<file path="src/rtl/mem_arbiter.sv">
// rtl/mem_arbiter.sv - IF/MEM arbiter for one single-ported unified memory, req/ack handshake.
// Optional bus timeout with sticky bus_err is built when ARB_TIMEOUT_EN is defined.
module mem_arbiter #(
  parameter int N          = 64,
  parameter int MAX_STREAK = 4,
  parameter int TIMEOUT    = 255
) (
  input  logic         clk,
  input  logic         reset,
  input  logic         i_req,
  input  logic [N-1:0] i_addr,
  output logic [31:0]  i_rdata,
  output logic         i_valid,
  input  logic         d_read,
  input  logic         d_write,
  input  logic [N-1:0] d_addr,
  input  logic [N-1:0] d_wdata,
  output logic [N-1:0] d_rdata,
  output logic         d_valid,
  output logic         m_req,
  output logic         m_we,
  output logic [N-1:0] m_addr,
  output logic [N-1:0] m_wdata,
  input  logic [N-1:0] m_rdata,
  input  logic         m_ack,
  output logic         if_stall,
  output logic         mem_stall,
  output logic         bus_err
);

  if (N < 64 || MAX_STREAK < 1 || MAX_STREAK > 15 || TIMEOUT < 1) begin : g_param_check
    $error("mem_arbiter: unsupported parameter value");
  end

  localparam logic [3:0] STREAK_MAX = 4'(MAX_STREAK);

  typedef enum logic [1:0] {IDLE, BUSY_I, BUSY_D} state_t;

  state_t     state, state_next;
  logic [3:0] streak;
  logic       i_pend, d_pend;
  logic       grant_i, grant_d, done_i, done_d;
  logic       acked, abort;

  // A port in its completion cycle is not a new request.
  assign i_pend    = i_req & ~i_valid;
  assign d_pend    = (d_read | d_write) & ~d_valid;
  assign acked     = m_ack & m_req;
  assign if_stall  = i_req & ~i_valid;
  assign mem_stall = (d_read | d_write) & ~d_valid;

`ifdef ARB_TIMEOUT_EN
  localparam int TW = $clog2(TIMEOUT + 1);
  logic [TW-1:0] tcnt;

  // Abort after TIMEOUT busy cycles; a coincident ack still wins.
  assign abort = (state != IDLE) && !acked && (tcnt == TW'(TIMEOUT - 1));

  always_ff @(posedge clk or posedge reset) begin
    if (reset) begin
      tcnt    <= '0;
      bus_err <= 1'b0;
    end else begin
      if (grant_i || grant_d)
        tcnt <= '0;
      else if (state != IDLE)
        tcnt <= tcnt + 1'b1;
      if (abort)
        bus_err <= 1'b1;
    end
  end
`else
  assign abort   = 1'b0;
  assign bus_err = 1'b0;
`endif

  always_ff @(posedge clk or posedge reset) begin
    if (reset)
      state <= IDLE;
    else
      state <= state_next;
  end

  always_comb begin
    state_next = state;
    grant_i    = 1'b0;
    grant_d    = 1'b0;
    done_i     = 1'b0;
    done_d     = 1'b0;
    case (state)
      IDLE: begin
        if (d_pend && !(i_pend && streak == STREAK_MAX)) begin
          grant_d    = 1'b1;
          state_next = BUSY_D;
        end else if (i_pend) begin
          grant_i    = 1'b1;
          state_next = BUSY_I;
        end
      end
      BUSY_I: begin
        if (acked || abort) begin
          done_i     = 1'b1;
          state_next = IDLE;
        end
      end
      BUSY_D: begin
        if (acked || abort) begin
          done_d     = 1'b1;
          state_next = IDLE;
        end
      end
      default: state_next = IDLE;
    endcase
  end

  always_ff @(posedge clk or posedge reset) begin
    if (reset) begin
      m_req   <= 1'b0;
      m_we    <= 1'b0;
      m_addr  <= '0;
      m_wdata <= '0;
      i_rdata <= '0;
      d_rdata <= '0;
      i_valid <= 1'b0;
      d_valid <= 1'b0;
      streak  <= '0;
    end else begin
      i_valid <= done_i;
      d_valid <= done_d;

      if (grant_i || grant_d) begin
        m_req   <= 1'b1;
        m_we    <= grant_d & d_write;
        m_addr  <= grant_d ? d_addr : i_addr;
        m_wdata <= grant_d ? d_wdata : '0;
      end else if (done_i || done_d) begin
        m_req <= 1'b0;
        m_we  <= 1'b0;
      end

      if (done_i)
        i_rdata <= abort ? 32'h0 : (m_addr[2] ? m_rdata[63:32] : m_rdata[31:0]);
      if (done_d && (abort || !m_we))
        d_rdata <= abort ? '0 : m_rdata;

      // Streak counts only D grants that made a waiting fetch lose.
      if (grant_i) begin
        streak <= '0;
      end else if (grant_d) begin
        if (!i_pend)
          streak <= '0;
        else if (streak != STREAK_MAX)
          streak <= streak + 1'b1;
      end
    end
  end

endmodule

</file>
<file path="config.mk">
export PLATFORM = sky130hd
export DESIGN_NAME = mem_arbiter
export DESIGN_NICKNAME = d
export VERILOG_FILES = /design/src/rtl/mem_arbiter.sv
export SDC_FILE = /design/constraint.sdc
export NUM_CORES = 1
export LEC_CHECK = 0
export CORE_AREA = 2 2 189 191
export CTS_BUF_LIST = sky130_fd_sc_hd__clkbuf_16
export CTS_CLUSTER_DIAMETER = 80
export CTS_CLUSTER_SIZE = 40
export DETAILED_ROUTE_END_ITERATION = 8
export DIE_AREA = 0 0 191 193
export GPL_TIMING_DRIVEN = 0
export SYNTH_ARGS = -nofsm -noshare
export SYNTH_HDL_FRONTEND = slang
export SYNTH_SLANG_ARGS = --single-unit
</file>
<file path="constraint.sdc">
create_clock -name clk -period 10.3 [get_ports clk]
set_clock_uncertainty 0.05 [all_clocks]
set_input_delay 2.06 -clock clk [delete_from_list [all_inputs] [get_ports clk]]
set_output_delay 2.06 -clock clk [all_outputs]
set_load 0.01 [all_outputs]
</file>
After elaboration in Yosys (flattened, before gate mapping)
Index checks and enable logic that the tools add are counted.
{"block": "totals", "ff_bits": 234, "latch_bits": 0, "ramBits": 0, "rom_bits": 0, "in_bits": 262, "memories": 0}
{"block": "op_classes", "add_sub_neg": 1, "n_mul": 0, "div_mod_pow": 0, "order_cmp": 0, "n_eq_ne": 7, "n_shift": 0, "n_mux": 22, "bitwise_logic": 7, "n_reduce_logical": 13}
{"cell": "$mux W64", "n": 2}
{"cell": "$mux W32", "n": 1}
{"cell": "$mux W4", "n": 4}
{"cell": "$mux W1", "n": 11}
{"cell": "$mux W2", "n": 3}
{"cell": "$add A4 B1 Y4 const B", "n": 1}
{"cell": "$and A1 B1 Y1", "n": 4}
{"cell": "$eq A4 B3 Y1 const B", "n": 1}
{"cell": "$ne A4 B3 Y1 const B", "n": 1}
{"cell": "$pmux W2 S2", "n": 1}
{"cell": "$reduce_and A2 Y1", "n": 2}
{"cell": "$reduce_bool A2 Y1", "n": 2}
{"cell": "$logic_and A1 B1 Y1", "n": 3}
{"cell": "$ne A3 B1 Y1 const B", "n": 1}
{"cell": "$ne A3 B3 Y1 const B", "n": 1}
{"cell": "$eq A2 B1 Y1 const B", "n": 1}
{"cell": "$eq A2 B2 Y1 const B", "n": 1}
{"cell": "$logic_not A1 Y1", "n": 2}
{"cell": "$logic_not A2 Y1", "n": 1}
{"cell": "$logic_or A1 B1 Y1", "n": 2}
{"cell": "$ne A2 B1 Y1 const B", "n": 1}
{"cell": "$not A1 Y1", "n": 2}
{"cell": "$reduce_or A2 Y1", "n": 1}
{"cell": "$or A1 B1 Y1", "n": 1}

Depth between registers and ports, before layout
Gate-level depths: netlist of the first run.
{"block": "depth", "ltp_word": 9, "mapped_depth": 7, "ltp_nobuf": 5}

Worst setup path after synthesis of the first run
OpenSTA, ideal clock, no wires.
{"block": "synth_path", "path_kind": "input-to-output", "startpoint": "input port d_write", "endpoint": "output port mem_stall", "arrival_ns": 2.333, "required_ns": 8.190, "path_slack_ns": 5.857, "path_stages": 2, "path_buffers": 0, "cell_sequence": "o21bai_4 -> inv_2"}
{"block": "synth_via", "elab_chain_cells": 2}
{"element": "from (decl)", "line": "15", "text": "input logic d_write,"}
{"element": "$or A1 B1 Y1", "line": "50", "text": "assign mem_stall = (d_read | d_write) & ~d_valid;"}
{"element": "$and A1 B1 Y1", "line": "50"}
{"element": "to (decl)", "line": "27", "text": "output logic mem_stall,"}
Every way passes these cells.

Worst setup path after layout of the first run
{"block": "layout_path", "startpoint": "input port i_req", "endpoint": "output port if_stall"}
{"block": "layout_via", "elab_chain_cells": 1}
{"element": "from (decl)", "line": "10", "text": "input logic i_req,"}
{"element": "$and A1 B1 Y1", "line": "49", "text": "assign if_stall = i_req & ~i_valid;"}
{"element": "to (decl)", "line": "26", "text": "output logic if_stall,"}
Every way passes these cells.

==> results of run 1 <==
registers in the layout (all words and copies together) (netlist names), 2 cells and up:
name and flops:
m_wdata 64, d_rdata 64, state 2, streak 4
m_addr 64, i_rdata 32
power groups by stage:
stage	Clock (W)	Sequential, W	Combinational [W]
global route	0.000805	0.00165	0.00264
CTS	0.000772	0.00159	0.00249
floorplan	0	0.00179	0.000938
global placement	0	0.00160	0.00246
finish	0.000740	0.00159	0.00245
detailed placement	0	0.00161	0.00248
layer usage:
metal	GRT usage	wire, µm	vias to the layer above
li1	-	-	3811
met1	0.224	14000	3959
met2	0.303	16600	336
met3	0.0465	2860	64
met4	0.0686	1190	4
met5	0	30	-
placed cells by master (no fill, tap or decap), drive strengths merged, types with 2 or more instances in the layout:
cell type,count
clkdlybuf4s50,491
dfrtp,234
inv,207
a22o,66
mux2,65
a222oi,64
buf,40
nand2,34
o21ai,34
clkbuf,33
mux2i,32
ha,5
diode,3
nor4,2
a221o,2
bufinv,2
clkinv,2
cell type report:
class | count | area share
inverter | 202 | 0.0482
sequential | 234 | 0.369
antenna | 3 | 0.000473
tap | 461 | 0.0363
clock buffer | 17 | 0.0268
timing repair buffer | 493 | 0.313
multi-input combinational | 323 | 0.178
clock inverter | 10 | 0.0105
buffer | 54 | 0.0173
cell families after synthesis:
family	Yosys count	share of synthesized area
DFF	234	0.602
buffers and inverters	256	0.106
other	1	0.000386
and+or+nand+nor	45	0.0207
muxes	97	0.108
AOI/OAI and AO/OA	175	0.156
adders and majority gates	5	0.00644
worst max-delay path: stages:
cell and delay (ns):
clkdlybuf4s50_1 0.48, and2b_1 0.24, clkdlybuf4s50_1 0.65
worst paths after layout:
check	cells past startpoint	from	endpoint	slack (ns)
setup / recovery	3	i_req	if_stall	4.76
hold / removal	2	i_rdata[7]	i_rdata[7]	0.44
setup reg to reg	6	state[0]	m_addr[8]	8.10
hold reg to reg	2	i_rdata[7]	i_rdata[7]	0.44
max in group asynchronous	4	reset	m_addr[22]	7.09
min in group asynchronous	2	reset	i_rdata[23]	1.82
metrics by stage:
| step | setup slack [ns] | std cells |
|---|---|---|
| 5_1_grt | 4.68 | 1796 |
| 4_1_cts | 4.73 | 1794 |
| 2_1_floorplan | 1.77 | 813 |
| 3_5_place_dp | 4.73 | 1767 |
| 3_3_place_gp | -1.90 | 1765 |
| 6_report | 4.76 | 1797 |
==> results.toml, run 1 <==
[run_status]
status = "completed"

[logic_synthesis]
seq_area_frac_synth = 0.602
synth_area_mm2 = 0.00972
synth_seq_cells = 234
synth_top_cells_by_count = "234 x dfrtp_1, 201 x inv_1, 66 x a22o_1"
async_flop_share = 1.00
synth_cells = 813
synth_edf_count = 0
yosysWarnings = 0
avgSynthCellArea_um2 = 12.0
synthTopCellsByArea = "dfrtp_1 60%, inv_1 7.8%, mux2_2 7.5%"
synth.top_cell.area_share = 0.602
synth_flop_cell = "dfrtp_1"
netlist.top_cell.by_area = "dfrtp_1"
netlist-cell-type-count = 36
synth_fp_nets = 1080
post-synth-top-count-cell = "dfrtp_1"

[detailed_routing]
vias_per_cell = 4.55
drt_first_pass_iters = 8
drcViolationCount = 0
ant_nets = 0
wl_per_cell_um = 19.3
vias = 8174
drt_iter0_drc = 411
wl_um = 34700

[final_layout]
drive_above_1_share = 0.104
fillCellCount = 3284
finish.utilization = 0.454
final_cell_area_mm2 = 0.0159
regArea_mm2 = 0.00586
multi_input_area_mm2 = 0.00283
syn2layout_area_growth_pct = 63.3
final_nets = 1591

[hold_path]
min_path_type = "reg2reg"

[sta]
slew_headroom = 0.503
worst_pin_slew_ns = 0.745
hold_violations = 0
setup_viol = 0
drv_slew = 0
finalSetupTns_ns = 0
whs_ns = 0.439
fmaxAchievable_mhz = 180
finalCriticalPeriod_ns = 5.54
period_share = 0.538
rsz0062_at_grt = "no"

[place]
dp_hpwl_um = 26300
place_area_mm2 = 0.0153
gp_congestion = 0.850
port_buffers = 491

[die]
io_pins = 493
core_area_mm2 = 0.0350
die_x_um = 191
dieArea_mm2 = 0.0369
dieHeight_um = 193
fp-row-count = 69
start_util = 0.278

[cts]
cts.htree.levels = 1
cts_tree = "built"
cts_resized = 0
clk_pin_slew_ns = 0.10
postCtsHoldBufs = 0
cts_buffers = 16
post_cts_buffers = 0
worstSkewPairLatency_ns = 0.52
ctsLongestPathBuffers = 3
cts.sinks = 234
clock-root-buffer = "clkbuf_16"

[power_and_ir_drop]
power_frac_comb = 0.512
peakVddDrop_mv = 0.148
clkPwrFrac = 0.155
seq_power_share = 0.333
p_total_w = 0.00478
p_sw_w = 0.00170
power_density_mw_per_mm2 = 301
p_int_w = 0.00308
switching_share = 0.356
p_leak_nw = 7.46

[critical_path]
crit_fanout = 4
cp.required_ns = 8.19
cp-end-kind = "primary output"
crit_arrival_ns = 3.43
critPathLaunchType = "input port"
crit_type = "in2out"

[grt]
grt_pass1_wl_um = 51200
antenna_found_initial = 4
grt_pass1_vias = 8586
track_usage = 0.181
grt_remaining_overflow = 0
grt_max_degree = 110

[flow_run]
drv_cap = 0
No activity file was read; power rests on OpenSTA's default activity.
==> inputs of run 2 (changes only) <==
- clock period: 10.3 -> 5.56 ns (I/O delays scaled with it)
==> run 2 against run 1 <==
Effect of this change: non-clock buffer count up 5; sequential power up 86%; combinational power up 87%; worst setup slack worse by 2.9 ns; count of clock-buffer cells in the layout unchanged; largest cell class unchanged; total power up 85%; global-route usage up 0.53 points; critical path type unchanged; critical endpoint is now mem_stall; design area up 0.24%; cell count up 0.22%.
==> results.toml, run 2 (same netlist as run 1, synthesis figures left out) <==
[grt]
grt_pass1_vias = 8771
grt_remaining_overflow = 0
grt_max_degree = 42
track_usage = 0.186
antenna_found_initial = 1
grt_pass1_wl_um = 52400

[power_and_ir_drop]
switching_share = 0.363
p_sw_w = 0.00320
peakVddDrop_mv = 0.277
p_leak_nw = 7.47
power_density_mw_per_mm2 = 554
power_frac_comb = 0.519
clkPwrFrac = 0.146
p_int_w = 0.00562
seq_power_share = 0.334

[sta]
worst_pin_slew_ns = 0.855
whs_ns = 0.432
drv_slew = 0
hold_violations = 0
finalCriticalPeriod_ns = 3.67
worst_slack_ns = 1.89
rsz0062_at_grt = "no"
period_share = 0.660
setup_viol = 0
finalSetupTns_ns = 0
fmaxAchievable_mhz = 272
slew_headroom = 0.430

[final_layout]
finish.utilization = 0.455
top_regs = "d_rdata (64), m_addr (64), m_wdata (64)"
stdcell_count = 1801
layout_common_cells = "491 x clkdlybuf4s50_1, 234 x dfrtp_1, 200 x inv_1, 66 x a22o_1, 65 x mux2_2"
syn2layout_area_growth_pct = 63.7
final_common_cell = "clkdlybuf4s50_1"
final_nets = 1597
drive_above_1_share = 0.107

[critical_path]
cpMaxStageDelayCell = "clkdlybuf4s50_1"
crit_type = "in2out"
cp-end-kind = "primary output"
crit_top_cell = "clkdlybuf4s50_1"
cp.required_ns = 4.40
crit_fanout = 7
cp_top_family = "buffers and inverters"
cpPeakStageDelay_ns = 0.56
crit_arrival_ns = 2.51
timing.critical_path.buf_inv = 3
crit_path_cell_trace = "clkdlybuf4s50_1, o21bai_4, inv_2, clkdlybuf4s50_1"
critPathLaunchType = "input port"

[die]
die_x_um = 191
start_util = 0.278
dieArea_mm2 = 0.0369
core_area_mm2 = 0.0350
io_pins = 493
fp-row-count = 69
dieHeight_um = 193

[cts]
cts.htree.levels = 1
cts_tree = "built"
clock-root-buffer = "clkbuf_16"
clk_pin_slew_ns = 0.08
postCtsHoldBufs = 0
ctsLongestPathBuffers = 3
cts.sinks = 234
cts_resized = 0
worstSkewPairLatency_ns = 0.50
post_cts_buffers = 0
cts_buffers = 17

[detailed_routing]
drt_iter0_drc = 525
wl_per_cell_um = 19.7
vias = 8206
drcViolationCount = 0
wl_um = 35500
ant_nets = 0
vias_per_cell = 4.56
drt_first_pass_iters = 8

[run_status]
status = "completed"

[place]
gp_congestion = 0.829
placed_cells = 1772
dp_hpwl_um = 27500
port_buffers = 491
dp_slack_ns = 1.88

[flow_run]
drv_cap = 0

[hold_path]
min_path_type = "reg2reg"
run 2: cell types whose count changed in the layout (fill, tap and decap cells not counted), sizes merged:
cell	delta
buf	+5
bufinv	-2
diode	-1
clkinvlp	+1
clkinv	+3
inv	-2
run 2: final timing paths:
kind	startpoint	end	slack, ns	depth (start not counted)
worst min-delay path	i_rdata[20]	i_rdata[20]	0.43	2
worst min register to register	i_rdata[20]	i_rdata[20]	0.43	2
worst max-delay path	d_write	mem_stall	1.89	4
max in group asynchronous	reset	m_wdata[41]	3.10	7
worst max register to register	state[1]	m_addr[6]	3.32	6
min in group asynchronous	reset	d_rdata[4]	0.90	2
run 2: power groups by stage:
stage / clock, W / combinational, W / sequential, W
after CTS: 0.00135 / 0.00467 / 0.00295
after global routing: 0.00141 / 0.00493 / 0.00305
final: 0.00129 / 0.00458 / 0.00295
after floorplan: 0 / 0.00174 / 0.00332
after detailed placement: 0 / 0.00465 / 0.00298
after global placement: 0 / 0.00460 / 0.00295
run 2: layer usage:
| layer | global-route usage | wire length, µm |
|---|---|---|
| met4 | 0.0686 | 1310 |
| met2 | 0.323 | 17700 |
| met1 | 0.223 | 13700 |
| met3 | 0.0469 | 2720 |
| met5 | 0 | 0 |
run 2: layout make-up:
type | instances | area (µm²)
diodes | 2 | 5.00
well taps | 461 | 577
multi-input cells | 323 | 2830
fillers | 3313 | 19100
repair buffers | 498 | 5050
inverters | 202 | 762
clock buffers | 17 | 425
flip-flops and latches | 234 | 5860
plain buffers | 54 | 274
clock inverters | 10 | 126
run 2: tightest hold or removal path, delay by kind of cell, from the launching register on:
kind / cells / cell delay [ns]
and+or+nand+nor: 1 / 0.04
AOI/OAI and AO/OA: 1 / 0.06
DFF: 1 / 0.35
run 2: through the flow:
step / area, µm² / total power [W]
3_5_place_dp: 15400 / 0.00763
2_1_floorplan: 9720 / 0.00506
3_3_place_gp: 15200 / 0.00755
5_1_grt: 15900 / 0.00938
4_1_cts: 15900 / 0.00897
6_report: 15900 / 0.00882
==> inputs of run 3 (changes only) <==
- clock period: 5.56 -> 3.6 ns (I/O delays scaled with it)
==> results of run 3 <==
Same layout as run 2 (identical final DEF). Status: completed.
Main changes from that run: setup slack after placement 1.88 ns -> 0.499 ns; setup slack after layout 1.89 ns -> 0.712 ns; register-to-register setup slack 3.32 ns -> 1.36 ns; total power 0.00882 W -> 0.0136 W; worst IR drop on VDD 0.277 mV -> 0.428 mV
